--- config.mk ---
export PLATFORM = sky130hd
export DESIGN_NAME = fwd_hazard_unit
export DESIGN_NICKNAME = d
export VERILOG_FILES = /design/src/rtl/fwd_hazard_unit.sv
export SDC_FILE = /design/constraint.sdc
export NUM_CORES = 1
export LEC_CHECK = 0
export BUFFER_PORTS_ARGS = -buffer_cell sky130_fd_sc_hd__buf_2
export CORE_AREA = 2 2 87 68
export DETAILED_ROUTE_END_ITERATION = 8
export DIE_AREA = 0 0 89 70
export PLACE_DENSITY = 0.83
export SYNTH_ARGS = -nofsm -noshare
export SYNTH_HDL_FRONTEND = slang
export SYNTH_SLANG_ARGS = --single-unit
--- constraint.sdc ---
create_clock -name clk -period 7.4 [get_ports clk]
set_input_delay 1.85 -clock clk [delete_from_list [all_inputs] [get_ports clk]]
set_output_delay 1.85 -clock clk [all_outputs]
set_load 0.02 [all_outputs]
--- src/rtl/fwd_hazard_unit.sv ---
// ---------------------------------------------------------------------------
// fwd_hazard_unit
//
// Forwarding and load-use hazard unit for the in-order RV32I pipeline.
// Keeps a shift-register scoreboard of the destination registers held by
// the in-flight instructions in stages 1..NUM_STAGES after decode
// (1 = EX, 2 = MEM, 3 = WB). From it, for every decode source operand,
// the unit selects the youngest in-flight producer. It raises a stall when
// that producer's result is not yet available, and it counts the bubbles
// inserted by those stalls.
//
// Ports
//   clk         clock
//   rst         synchronous active-high reset
//   id_valid    decode slot holds a real instruction
//   id_rs       source indices, source i at [5i+4:5i]
//   id_rs_used  source i is actually read
//   id_rd       destination index of the decode instruction
//   id_rd_we    decode instruction writes rd
//   id_is_load  decode instruction is a load
//   advance     pipeline moves this cycle
//   flush       kill the decode slot and stage 1 (redirect)
//   mem_resp    load data valid at LOAD_STAGE this cycle
//   fwd_sel     per-source select: 0 = regfile, s = forward from stage s
//   stall       hold decode/fetch and insert a bubble
//   bubble_cnt  saturating count of inserted bubbles
// ---------------------------------------------------------------------------
module fwd_hazard_unit #(
    parameter int unsigned NUM_SRC    = 2,
    parameter int unsigned NUM_STAGES = 3,
    parameter int unsigned LOAD_STAGE = 2,
    parameter int unsigned CNT_W      = 32,
    localparam int unsigned SW        = $clog2(NUM_STAGES + 1)
) (
    input  logic                  clk,
    input  logic                  rst,
    input  logic                  id_valid,
    input  logic [NUM_SRC*5-1:0]  id_rs,
    input  logic [NUM_SRC-1:0]    id_rs_used,
    input  logic [4:0]            id_rd,
    input  logic                  id_rd_we,
    input  logic                  id_is_load,
    input  logic                  advance,
    input  logic                  flush,
    input  logic                  mem_resp,
    output logic [NUM_SRC*SW-1:0] fwd_sel,
    output logic                  stall,
    output logic [CNT_W-1:0]      bubble_cnt
);

    // Array index k holds pipeline stage k+1.
    localparam int unsigned LI = LOAD_STAGE - 1;

    logic [NUM_STAGES-1:0]      valid_q, valid_d;
    logic [NUM_STAGES-1:0][4:0] rd_q, rd_d;
    logic [NUM_STAGES-1:0]      load_q, load_d;
    logic [NUM_STAGES-1:0]      ready_q, ready_d;
    logic [CNT_W-1:0]           cnt_q, cnt_d;

    logic [NUM_STAGES-1:0]      live;
    logic [NUM_STAGES-1:0]      rdy_eff;
    logic                       ld_resp;
    logic [NUM_SRC-1:0]         hit;
    logic [NUM_SRC-1:0]         src_wait;
    logic [NUM_SRC*SW-1:0]      sel;
    logic                       stall_w;
    logic                       take;
    logic                       new_valid;

    // A load sitting at LOAD_STAGE whose data arrives this cycle.
    assign ld_resp = valid_q[LI] & load_q[LI] & mem_resp;

    // Liveness and effective readiness per stage. The response at
    // LOAD_STAGE is bypassed so a dependent instruction can take the
    // forwarded data in the very cycle it arrives.
    always_comb begin
        live    = '0;
        rdy_eff = '0;
        for (int unsigned k = 0; k < NUM_STAGES; k++) begin
            live[k] = valid_q[k] & (rd_q[k] != 5'd0);
            if (k > LI) begin
                rdy_eff[k] = 1'b1;
            end else if (k == LI) begin
                rdy_eff[k] = ready_q[k] | ld_resp;
            end else begin
                rdy_eff[k] = ready_q[k];
            end
        end
    end

    // Youngest live match per source: scanning from stage 1 upward and
    // keeping only the first hit gives the smallest stage number.
    always_comb begin
        sel      = '0;
        hit      = '0;
        src_wait = '0;
        for (int unsigned i = 0; i < NUM_SRC; i++) begin
            if (id_rs_used[i] && (id_rs[5*i +: 5] != 5'd0)) begin
                for (int unsigned k = 0; k < NUM_STAGES; k++) begin
                    if (!hit[i] && live[k] && (rd_q[k] == id_rs[5*i +: 5])) begin
                        hit[i]          = 1'b1;
                        sel[SW*i +: SW] = SW'(k + 1);
                        src_wait[i]     = ~rdy_eff[k];
                    end
                end
            end
        end
    end

    assign stall_w   = id_valid & ~flush & (|src_wait);
    assign take      = id_valid & ~flush & ~stall_w;
    assign new_valid = take & id_rd_we & (id_rd != 5'd0);

    // Scoreboard next state.
    always_comb begin
        valid_d = valid_q;
        rd_d    = rd_q;
        load_d  = load_q;
        ready_d = ready_q;

        if (advance) begin
            for (int unsigned k = 1; k < NUM_STAGES; k++) begin
                valid_d[k] = valid_q[k-1];
                rd_d[k]    = rd_q[k-1];
                load_d[k]  = load_q[k-1];
                ready_d[k] = ready_q[k-1];
                // A response arriving as the load leaves LOAD_STAGE
                // travels with the entry.
                if (k - 1 == LI) begin
                    ready_d[k] = ready_q[k-1] | ld_resp;
                end
            end
            // The redirect kills the stage 1 occupant before it moves on.
            if (flush) begin
                valid_d[1] = 1'b0;
                load_d[1]  = 1'b0;
                ready_d[1] = 1'b0;
            end
            valid_d[0] = new_valid;
            rd_d[0]    = take ? id_rd : 5'd0;
            load_d[0]  = new_valid & id_is_load;
            ready_d[0] = new_valid & ~id_is_load;
        end else begin
            ready_d[LI] = ready_q[LI] | ld_resp;
            if (flush) begin
                valid_d[0] = 1'b0;
                load_d[0]  = 1'b0;
                ready_d[0] = 1'b0;
            end
        end
    end

    // Saturating bubble counter.
    always_comb begin
        cnt_d = cnt_q;
        if (advance && stall_w && (cnt_q != '1)) begin
            cnt_d = cnt_q + 1'b1;
        end
    end

    always_ff @(posedge clk) begin
        if (rst) begin
            valid_q <= '0;
            rd_q    <= '0;
            load_q  <= '0;
            ready_q <= '0;
            cnt_q   <= '0;
        end else begin
            valid_q <= valid_d;
            rd_q    <= rd_d;
            load_q  <= load_d;
            ready_q <= ready_d;
            cnt_q   <= cnt_d;
        end
    end

    assign fwd_sel    = sel;
    assign stall      = stall_w;
    assign bubble_cnt = cnt_q;

endmodule

==> results by group <==
Floorplan
  – Rows: 24
  – # IOs: 62
  – Die X: 89 microns
  – DIE AREA: 6230 sq um
  – Die height: 70 microns
  – Core area: 5530 sq um
  – Initial Utilization: 55.4%

Finish
  – Layout Utilization: 63.5%
  – Nets: 435
  – Most common cell after layout, fill and taps aside: buf_2
  – Most frequent cells in the layout: buf_2 (61), dfxtp_1 (54), nor2_1 (53)
  – Area Overhead vs Synth: 14.7%
  – Antenna Cells: 0
  – Layout Cells excl Fill: 488
  – Fillers: 477
  – Share of layout cells above drive strength 1: 25.1%

Pwr
  – Max VDD drop: 0.0000895 V
  – Sequential power share: 58.6%
  – Switching share of power: 25.1%
  – Clk pwr share: 32.9%
  – Pwr dens: 143 nW/um^2
  – Total Power: 0.503 mW
  – Combinational share of power: 8.5%
  – Pint: 0.377 mW
  – P_leak: 1.47 nW
  – Psw: 0.126 mW

Setup path
  – R2R Setup Slk: 3.90 ns
  – R2R cell count: 7
  – Worst path required time: 5.55 ns
  – Cells along the critical path: buf_2 -> or4_1 -> o21ai_0 -> o21ba_2 -> a311oi_2 -> and2_4 -> nor3b_1 -> buf_2
  – Kind of critical path: input port to primary output
  – Worst EP arrival: 4.06 ns
  – CP startpoint kind: input port
  – RR Endpoint: bubble_cnt[10]$_SDFFE_PP0P_
  – Max incr delay on CP: 0.53 ns
  – CP Max Fanout: 7
  – Top delay family on crit path: compound AO/OA/AOI/OAI gates
  – CP max stage cell: a311oi_2
  – Worst setup EP type: primary output
  – R2R Path Start: rd_q[7]$_SDFFE_PP0P_
  – Buf/Inv on CP: 2
  – Most common cell on crit path: buf_2

STA
  – Fmax: 169 MHz
  – Setup violators final: 0
  – Fin crit share: 79.9%
  – Hold WS: 0.503 ns
  – Hold Fails Final Rpt: 0
  – Max-slew violations: 0
  – Final min period: 5.91 ns
  – Worst Tran Pin Value: 1.06 ns
  – RSZ-0062 raised after global routing: false
  – Rel. slew slack: 29.5%
  – Max Clock Skew: 0.0159 ns
  – Fin Setup TNS: 0 ns

Yosys
  – Fraction of the mapped netlist area in simple logic gates: 29.5%
  – Synth top area share: 35.3%
  – Multiplexer share of the synthesized area: 12.0%
  – Post-synth EDFFs: 0
  – Post-synthesis sequential area ratio: 35.3%
  – Syn avg cell area: 8.69 sq um
  – Gate count after technology mapping: 352
  – Synth area leader: dfxtp_1
  – Distinct cells, synth: 51
  – Syn nets: 378
  – Compound-Gate Fraction of Synth Area: 10.2%
  – Most area-consuming cells after synthesis: dfxtp_1 (35%), xnor2_1 (7.4%), mux2_2 (7.0%)
  – Adder-Cell Fraction of Synth Area: 0.409%
  – Largest family of logic cells by synthesized area: simple AND/OR/NAND/NOR gates
  – YS warnings: 0
  – Post-synthesis xor/xnor area fraction: 9.73%
  – Post-synthesis register bit count: 54
  – Asr flop ratio synth: 0%
  – Mapped Area: 3060 sq um
  – Main synth FF type: dfxtp_1

Routing
  – Wire per inst: 14.6 microns
  – Initial drt markers: 190
  – DRC viols: 0
  – Via count: 2778
  – DRT Wirelength: 7.15 mm
  – Antenna viol nets, final: 0
  – First-pass DRT Iterations: 4
  – DR vias/cell: 5.69

Global route
  – Total GRT Usage: 23.7%
  – Initial antenna violation count: 0
  – Vias in the first global route: 2421
  – Largest net degree at the start of global routing: 75
  – GR Overflow Total: 0
  – First-pass GRT wire length: 11.7 mm

Clocking
  – Worst-path clk slew: 0.09 ns
  – TritonCTS Sinks: 54
  – TritonCTS buffer count: 5
  – Cts repair resizes: 0
  – Maximum clock insertion buffer count: 2
  – Clk_lat worst skew: 0.31 ns
  – CTS H-tree lvls: 2
  – CTS tree: built
  – Hold buffers post-CTS: 0
  – Postcts setup bufs: 0
  – Root buf cell: clkbuf_8

Place
  – Detailed placer's ending HPWL: 5.41 mm
  – IO Port Bufs: 61
  – Gpl congestion: 0.968
  – Dpl cells: 480

Hold path
  – Hold Path Class: register to register
  – Hold Path End: load_q[1]$_SDFFE_PP0P_
  – Worst Hold Depth: 2
  – Min-delay src: load_q[1]$_SDFFE_PP0P_

Run status
  – Status: completed

Job
  – Maxcap violations: 0
-- how the worst max path moves through the flow --
stage	startpoint	cells after the start	endpoint	slack, ns
floorplan	id_rs[2]	7	stall	1.67
global placement	id_rs[6]	8	stall	1.57
detailed placement	id_rs[6]	8	stall	1.48
CTS	id_rs[6]	8	stall	1.49
global route	id_rs[6]	8	stall	1.36
finish	id_rs[6]	8	stall	1.49
-- through the flow --
stage               setup slack (ns)  cell area [sq um]
global placement                1.57               3420
finish                          1.49               3510
detailed placement              1.48               3420
CTS                             1.49               3510
global route                    1.36               3510
floorplan                       1.67               3060
-- kinds of logic (layout without fill, tap and decap cells) --
family,after synthesis,count (layout)
xor+xnor,34,34
simple gates,166,166
mux,34,34
fa+ha+maj,1,1
compound gates,42,42
buf+inv,21,79
flops,54,54
-- worst reg2reg max path: stages, from the launching register on --
cell,delay [ns]
dfxtp_1,0.48
or4_1,0.17
o21ai_1,0.08
or4_4,0.56
or4b_4,0.56
a21oi_2,0.82
nor4b_1,0.36
mux2_2,0.37
-- power by group through the flow --
| stage | sequential (mW) | clock (mW) | combinational (mW) |
|---|---|---|---|
| CTS | 0.294 | 0.168 | 0.0421 |
| global route | 0.295 | 0.180 | 0.0466 |
| detailed placement | 0.301 | 0 | 0.0420 |
| finish | 0.295 | 0.166 | 0.0426 |
| global placement | 0.301 | 0 | 0.0417 |
| floorplan | 0.300 | 0 | 0.0271 |
-- metal layers --
metal	vias up	global-route usage (%)	share of wire (%)
met5	-	0	0
met1	1320	36.1	51
li1	1377	-	-
met3	5	5.20	5.6
met2	76	34.4	43
met4	0	4.64	0.70
-- flip-flops by register name, summed over array words and instances (netlist names) --
register,cells
bubble_cnt,32
valid_q,3
load_q,2
ready_q,2
rd_q,15
-- cell usage after synthesis (all sizes together) (2+ instances only) --
library cell,count
a211oi,2
a21oi,11
a22o,7
a31o,3
a31oi,2
and2,3
and3,7
and4,2
buf,3
clkbuf,10
dfxtp,54
inv,8
mux2,21
mux2i,13
nand2,9
nand2b,5
nand3,19
nand4,16
nor2,53
nor2b,21
nor3,6
nor3b,2
nor4,7
o211ai,2
o21ai,7
or3,3
or4,8
or4b,2
xnor2,26
xor2,8
-- layout make-up --
type                            instances  area [sq um]  share of cell area, %
Multi-Input combinational cell        277          1890                   53.9
Tap cell                               78          97.6                   2.78
Clock buffer                            5          68.8                   1.96
Timing Repair Buffer                   63           320                   9.13
Inverter                                8          30.0                  0.856
Sequential cell                        54          1080                   30.8
Clock inverter                          3          21.3                  0.606
Note: power is estimated with default switching activity, not from simulation.
